[src/rtl/uart_frame_decoder.sv]
// uart_frame_decoder: sync-hunting UART byte framer with XOR checksum, inter-byte timeout and error counting
module uart_frame_decoder #(
  parameter int PAYLOAD_BYTES = 44,
  parameter logic [7:0] SYNC_BYTE = 8'hA5,
  parameter int TIMEOUT_CYCLES = 7500000
) (
  input  logic                       clk,
  input  logic                       reset,
  input  logic                       rx_new_byte,
  input  logic [7:0]                 rx_byte,
  output logic [PAYLOAD_BYTES*8-1:0] payload,
  output logic                       payload_valid,
  output logic                       frame_error,
  output logic [7:0]                 error_count,
  output logic                       busy
);
  localparam int IW = $clog2(PAYLOAD_BYTES + 1);
  typedef enum logic [1:0] {HUNT, COLLECT, CHECK} state_t;
  state_t state;
  logic [IW-1:0] idx;
  logic [7:0] xsum;
  logic [31:0] timer;
  logic [PAYLOAD_BYTES*8-1:0] staging;
  logic timeout, fail;
  // a byte arriving on the limit cycle wins over the timeout
  assign timeout = state != HUNT && !rx_new_byte && timer == 32'(TIMEOUT_CYCLES - 1);
  assign fail = timeout || (state == CHECK && rx_new_byte && rx_byte != xsum);
  assign busy = state != HUNT;
  always_ff @(posedge clk or posedge reset) begin
    if (reset) begin
      state <= HUNT;
      idx <= '0;
      xsum <= '0;
      timer <= '0;
      staging <= '0;
      payload <= '0;
      payload_valid <= 1'b0;
      frame_error <= 1'b0;
      error_count <= '0;
    end else begin
      payload_valid <= 1'b0;
      frame_error <= fail;
      if (fail && error_count != 8'hFF) error_count <= error_count + 8'd1;
      timer <= (state == HUNT || rx_new_byte || timeout) ? '0 : timer + 32'd1;
      if (timeout) state <= HUNT;
      else if (rx_new_byte) begin
        case (state)
          HUNT: if (rx_byte == SYNC_BYTE) begin
            state <= COLLECT;
            idx <= '0;
            xsum <= '0;
          end
          COLLECT: begin
            staging[int'(idx)*8 +: 8] <= rx_byte;
            xsum <= xsum ^ rx_byte;
            idx <= idx + IW'(1);
            if (idx == IW'(PAYLOAD_BYTES - 1)) state <= CHECK;
          end
          CHECK: begin
            state <= HUNT;
            if (rx_byte == xsum) begin
              payload <= staging;
              payload_valid <= 1'b1;
            end
          end
          default: state <= HUNT;
        endcase
      end
    end
  end
endmodule

[config.mk]
export PLATFORM = sky130hd
export DESIGN_NAME = uart_frame_decoder
export DESIGN_NICKNAME = d
export VERILOG_FILES = /design/src/rtl/uart_frame_decoder.sv
export SDC_FILE = /design/constraint.sdc
export NUM_CORES = 2
export LEC_CHECK = 0
export CAP_MARGIN = 0
export CORE_UTILIZATION = 56
export CTS_CLUSTER_SIZE = 25
export DETAILED_ROUTE_END_ITERATION = 8
export PLACE_DENSITY = 0.89
export SYNTH_ARGS = -nofsm -noshare
export SYNTH_HDL_FRONTEND = slang
export SYNTH_SLANG_ARGS = --single-unit
[constraint.sdc]
create_clock -name clk -period 37.4 [get_ports clk]
set_input_delay 11.22 -clock clk [delete_from_list [all_inputs] [get_ports clk]]
set_output_delay 11.22 -clock clk [all_outputs]
set_load 0.01 [all_outputs]
[Word-level counts from Yosys, hierarchy flattened]
Index checks and enable logic that the tools add are counted.
Cells by class
  add/subtract/negate cells: 4
  reduce and logical (&&, ||, !) cells: 17
  shift operators: 2
  bitwise gates (word level): 2
  mux-type cells: 15
  eq/ne operators: 11
Operators by type and width (number)
  352-bit bitwise mux: 1
  8-bit by 33-bit variable shift with 352-bit output, first input constant: 1
  8-bit by 33-bit variable part select with 352-bit output: 1
  9-bit negation with 33-bit output: 1
  32-bit by 1-bit adder with 32-bit output, second input constant: 1
  32-bit by 23-bit == test with 1-bit output, second input constant: 1
  32-bit 2-to-1 mux: 1
  8-bit case mux with 2 select lines: 1
  6-bit case mux with 2 select lines: 1
  8-bit by 1-bit adder with 8-bit output, second input constant: 1
  8-bit == test: 1
  8-bit == test, second input constant: 1
  2-bit 2-to-1 mux: 4
  8-bit 2-to-1 mux: 1
  8-bit inequality test: 1
  8-bit inequality test, second input constant: 1
  4-bit AND reduction: 2
  8-bit bitwise XOR: 1
  6-bit by 1-bit adder with 6-bit output, second input constant: 1
  6-bit == test, second input constant: 1
  6-bit 2-to-1 mux: 1
  3-bit AND reduction: 2
  2-bit nonzero test: 3
  1-bit logical AND: 5
  11 further kinds: 16
Word-level totals
  word-level logic and storage cells: 60
  output and inout bits: 363
  register bits: 762
  input bits: 11

[Depth between registers and ports, before layout]
  depth after elaboration: 5
  mapped depth: 12
  gate-level depth less buffers: 8

[Worst setup path after synthesis]
No wires, ideal clock.
  kind: input to register
  from: input port rx_byte[7]
  to: register payload[159]
  setup slack: 24.168 ns
  data required time: 37.273 ns
  library setup time: 0.127 ns
  arrival time: 13.104 ns
  buffers on the path: 4
  stages: 9
  path through: buf_2 -> xnor2_1 -> o221ai_1 -> or4_4 -> nor2_1 -> buf_4 -> buf_8 -> buf_6 -> mux2_1
On the way
  word-level cells in the longest chain between the ends: 2
RTL lines
  start: declaration: RTL line 10  | input logic [7:0] rx_byte,
  8-bit == test: RTL line 61  | if (rx_byte == xsum) begin
  4-bit AND reduction (no source line)
  end signal: assignment: RTL line 62  | payload <= staging;
  end: declaration: RTL line 11  | output logic [PAYLOAD_BYTES*8-1:0] payload,
Every way passes these cells.
A chain may end at the register's enable or synchronous reset.

[Worst setup path after layout]
  from: input port rx_byte[2]
  to: register payload[339]
The elaborated chain is that of the path after synthesis.

==> impl_metrics.json <==
{
  "pre_cts_slack_ns": 21.67,
  "synth_cell_types": 59,
  "fin_tns_setup_ns": 0,
  "io_pins": 374,
  "fin_skew_ns": 0.0385,
  "p_switching_uw": 473,
  "grt_pass1_vias": 20800,
  "drc": 0,
  "yosys-top-cells-area": "dfrtp_1 63%, mux2_2 18%, nand2_1 2.7%, o21ai_0 2.2%, mux2_1 1.6%",
  "clk_pin_slew_worst_paths_ns": 0.06,
  "synthArstFlopShare_pct": 100,
  "max_clock_freq_mhz": 65.5,
  "diodes": 0,
  "r2r-start": "idx[0]$_DFFE_PP0P_",
  "max_slew_margin_pct": -1.24,
  "worst_r2r_path_depth": 8,
  "crit_path_frequent_cell": "buf_4",
  "r2r_end": "staging[21]$_DFFE_PP0P_",
  "violations": "slew limit",
  "r2r_slack_ns": 32.61,
  "ys_seq_area_share_pct": 62.9,
  "power.leakage_nw": 17.4,
  "clkPwrFrac_pct": 42.5,
  "root_buffer": "clkbuf_16",
  "post-route-period-util_pct": 40.8,
  "hold-path-endpoint": "staging[247]$_DFFE_PP0P_",
  "required_ns": 37.89,
  "hp-start": "staging[247]$_DFFE_PP0P_",
  "core-area_mm2": 0.0530,
  "drt_pre_antenna_iters": 5,
  "drt_wl_total_mm": 80.7,
  "maxCapViolations": 0,
  "finalHoldViolCount": 0,
  "synthFlopType": "dfrtp_1",
  "synth_top_area_share_pct": 62.9,
  "cts-resized-gates": 0,
  "slowest_delay_ns": 1.01,
  "synth_warnings": 0,
  "tightest_slew_ns": 1.52,
  "synth_seq_cells": 762,
  "die_y_um": 235,
  "setup_ws_ns": 22.12,
  "crit_path_max_fanout": 87,
  "syn-cell-area_mm2": 0.0303,
  "area_delta_synth_final_pct": 21.6,
  "period_needed_ns": 15.28,
  "antenna_found_initial": 1,
  "synth_edf_count": 0,
  "clock_path_buffers": 3,
  "final_cells": 3340,
  "clkSinkCount": 762,
  "first_iter_violations": 1587,
  "start_util_pct": 57.2,
  "synth.avg_cell_area_um2": 13.6,
  "numCtsBuffers": 76,
  "status": "finished with violations",
  "ctsHoldBuffers": 0,
  "slew_violations": 40,
  "syn_nets": 2248,
  "crit_chain": "buf_2 -> nand2b_1 -> o2111ai_1 -> or4_4 -> nor2_4 -> buf_4 -> buf_4 -> mux2_2",
  "vdd_ir_drop_max_uv": 34.9,
  "fp-row-count": 84,
  "finalSetupViolCount": 0,
  "cts_tree": "yes",
  "nets": 2607,
  "vias": 19800,
  "wire_per_inst_um": 24.2,
  "hold_path.class": "flip-flop to flip-flop",
  "cp_slowest_cell": "buf_4",
  "grt_overflow": 0,
  "switching_share_pct": 26.6,
  "finalPower_mw": 1.78,
  "power_frac_seq_pct": 47.6,
  "cell_internal_pwr_mw": 1.31,
  "synth_top_cell_by_area": "dfrtp_1",
  "rsz0062_at_grt": "no",
  "grt_start_max_net_pins": 190,
  "port_buffers": 373,
  "place.gp.congestion": 0.862,
  "dieArea_mm2": 0.0551,
  "hold_slack_ns": 0.476,
  "htreeDepth": 3,
  "clkLatencyLatePin_ns": 0.62,
  "track_usage_pct": 29.7,
  "design_area_mm2": 0.0368,
  "min_path_cells": 2,
  "worstSetupEndpointType": "flip-flop",
  "dp.cells": 3201,
  "final_core_util_pct": 69.6,
  "place_area_mm2": 0.0344,
  "hpwlAfterDp_mm": 51.9,
  "drtAntennaViolNets": 0,
  "cts_setup_buffers": 0,
  "grt_pass1_wl_mm": 126,
  "power_density_mw_per_mm2": 48.4,
  "cp_data_arrival_time_ns": 15.77,
  "drive_gt1_share_pct": 25.9,
  "path_class": "input port to flip-flop",
  "die_w_um": 235,
  "start_kind": "input port",
  "postSynthCellCount": 2232,
  "vias_per_cell": 5.92,
  "pwr-share-comb_pct": 9.9
}
==> state kept, by name (all words and copies together) (netlist names), 2 cells and up <==
name,cells
state,2
staging,352
xsum,8
idx,6
error_count,8
payload,352
timer,32
==> layout by cell type, fill, tap and decap left out, types with 14 or more instances in the layout <==
cell | Yosys | layout
and2_1 | 20 | 20
buf_4 | 13 | 17
clkbuf_1 | 50 | 15
clkbuf_16 | 0 | 78
clkbuf_8 | 0 | 15
clkdlybuf4s50_1 | 0 | 365
clkinv_2 | 0 | 18
dfrtp_1 | 762 | 762
inv_1 | 49 | 48
mux2_1 | 44 | 44
mux2_2 | 482 | 482
mux2i_1 | 27 | 27
nand2_1 | 216 | 216
nand2b_1 | 15 | 15
nand3_1 | 44 | 44
nor2_1 | 102 | 101
nor3_1 | 15 | 14
o21ai_0 | 132 | 132
o31ai_1 | 42 | 42
xnor2_1 | 15 | 15
xor2_1 | 25 | 25
==> worst max path at each step <==
stage | slack [ns] | from | endpoint | depth (start not counted)
6_report | 22.12 | rx_byte[2] | payload[339]$_DFFE_PP0P_ | 8
5_1_grt | 21.97 | rx_byte[2] | payload[339]$_DFFE_PP0P_ | 8
4_1_cts | 22.28 | rx_byte[7] | payload[339]$_DFFE_PP0P_ | 8
3_5_place_dp | 21.67 | rx_byte[7] | payload[339]$_DFFE_PP0P_ | 8
3_3_place_gp | 21.81 | rx_byte[7] | payload[351]$_DFFE_PP0P_ | 8
2_1_floorplan | 4.79 | reset | error_count[0]$_DFFE_PP0P_ | 1
==> synthesized netlist by cell type, types with 3 or more instances <==
| cell | number |
|---|---|
| a21oi_1 | 6 |
| and2_1 | 20 |
| and3_1 | 12 |
| and4_1 | 6 |
| buf_2 | 25 |
| buf_4 | 13 |
| buf_6 | 12 |
| buf_8 | 10 |
| clkbuf_1 | 50 |
| dfrtp_1 | 762 |
| ha_1 | 5 |
| inv_1 | 49 |
| mux2_1 | 44 |
| mux2_2 | 482 |
| mux2_4 | 7 |
| mux2i_1 | 27 |
| nand2_1 | 216 |
| nand2_2 | 3 |
| nand2b_1 | 15 |
| nand3_1 | 44 |
| nand4_1 | 11 |
| nor2_1 | 102 |
| nor2_2 | 11 |
| nor2_4 | 8 |
| nor3_1 | 15 |
| nor3_4 | 3 |
| nor4_1 | 8 |
| o21ai_0 | 132 |
| o21ai_1 | 6 |
| o31ai_1 | 42 |
| o41ai_1 | 4 |
| or2_2 | 4 |
| or3_1 | 7 |
| xnor2_1 | 15 |
| xor2_1 | 25 |
==> layout make-up <==
type	count	area, um^2
Fill cell	3409	16100
Clock buffer	108	2210
Timing Repair Buffer	392	3860
Clock inverter	31	272
Multi-Input combinational cell	1310	10400
Sequential cell	762	19100
Inverter	49	191
Tap cell	688	861
==> logic make-up (layout without fill, tap and decap cells) <==
logic type	after synthesis	after routing	synth area share (%)
AOI/OAI and AO/OA	195	195	3.68
xor gates and xnor gates	43	43	1.32
adders and majority gates	5	5	0.206
buffers and inverters	160	580	2.91
DFF	762	762	62.9
muxes	560	560	20.8
and+or+nand+nor	507	507	8.19
==> power by group through the flow <==
stage / clock network (mW) / logic (mW) / registers [mW]
after floorplan: 0 / 0.119 / 0.859
after global placement: 0 / 0.168 / 0.862
after global routing: 0.800 / 0.190 / 0.849
final: 0.757 / 0.176 / 0.849
after detailed placement: 0 / 0.173 / 0.863
after CTS: 0.767 / 0.174 / 0.848
==> worst max-delay path, delay by kind of cell <==
family                 cells  cell delay (ns)
and+or+nand+nor            3             1.47
muxes                      1             0.44
AOI/OAI and AO/OA          1             0.14
buffers and inverters      3             2.36
==> layer usage <==
layer  up-vias  share of wire [%]  global-route usage (%)
met2       845                 50                    49.7
li1       8447                  -                       -
met5         -              0.021                       0
met3       206                6.6                    6.13
met1     10300                 39                    38.1
met4         2                4.2                    12.2
No activity file was read; power rests on OpenSTA's default activity.
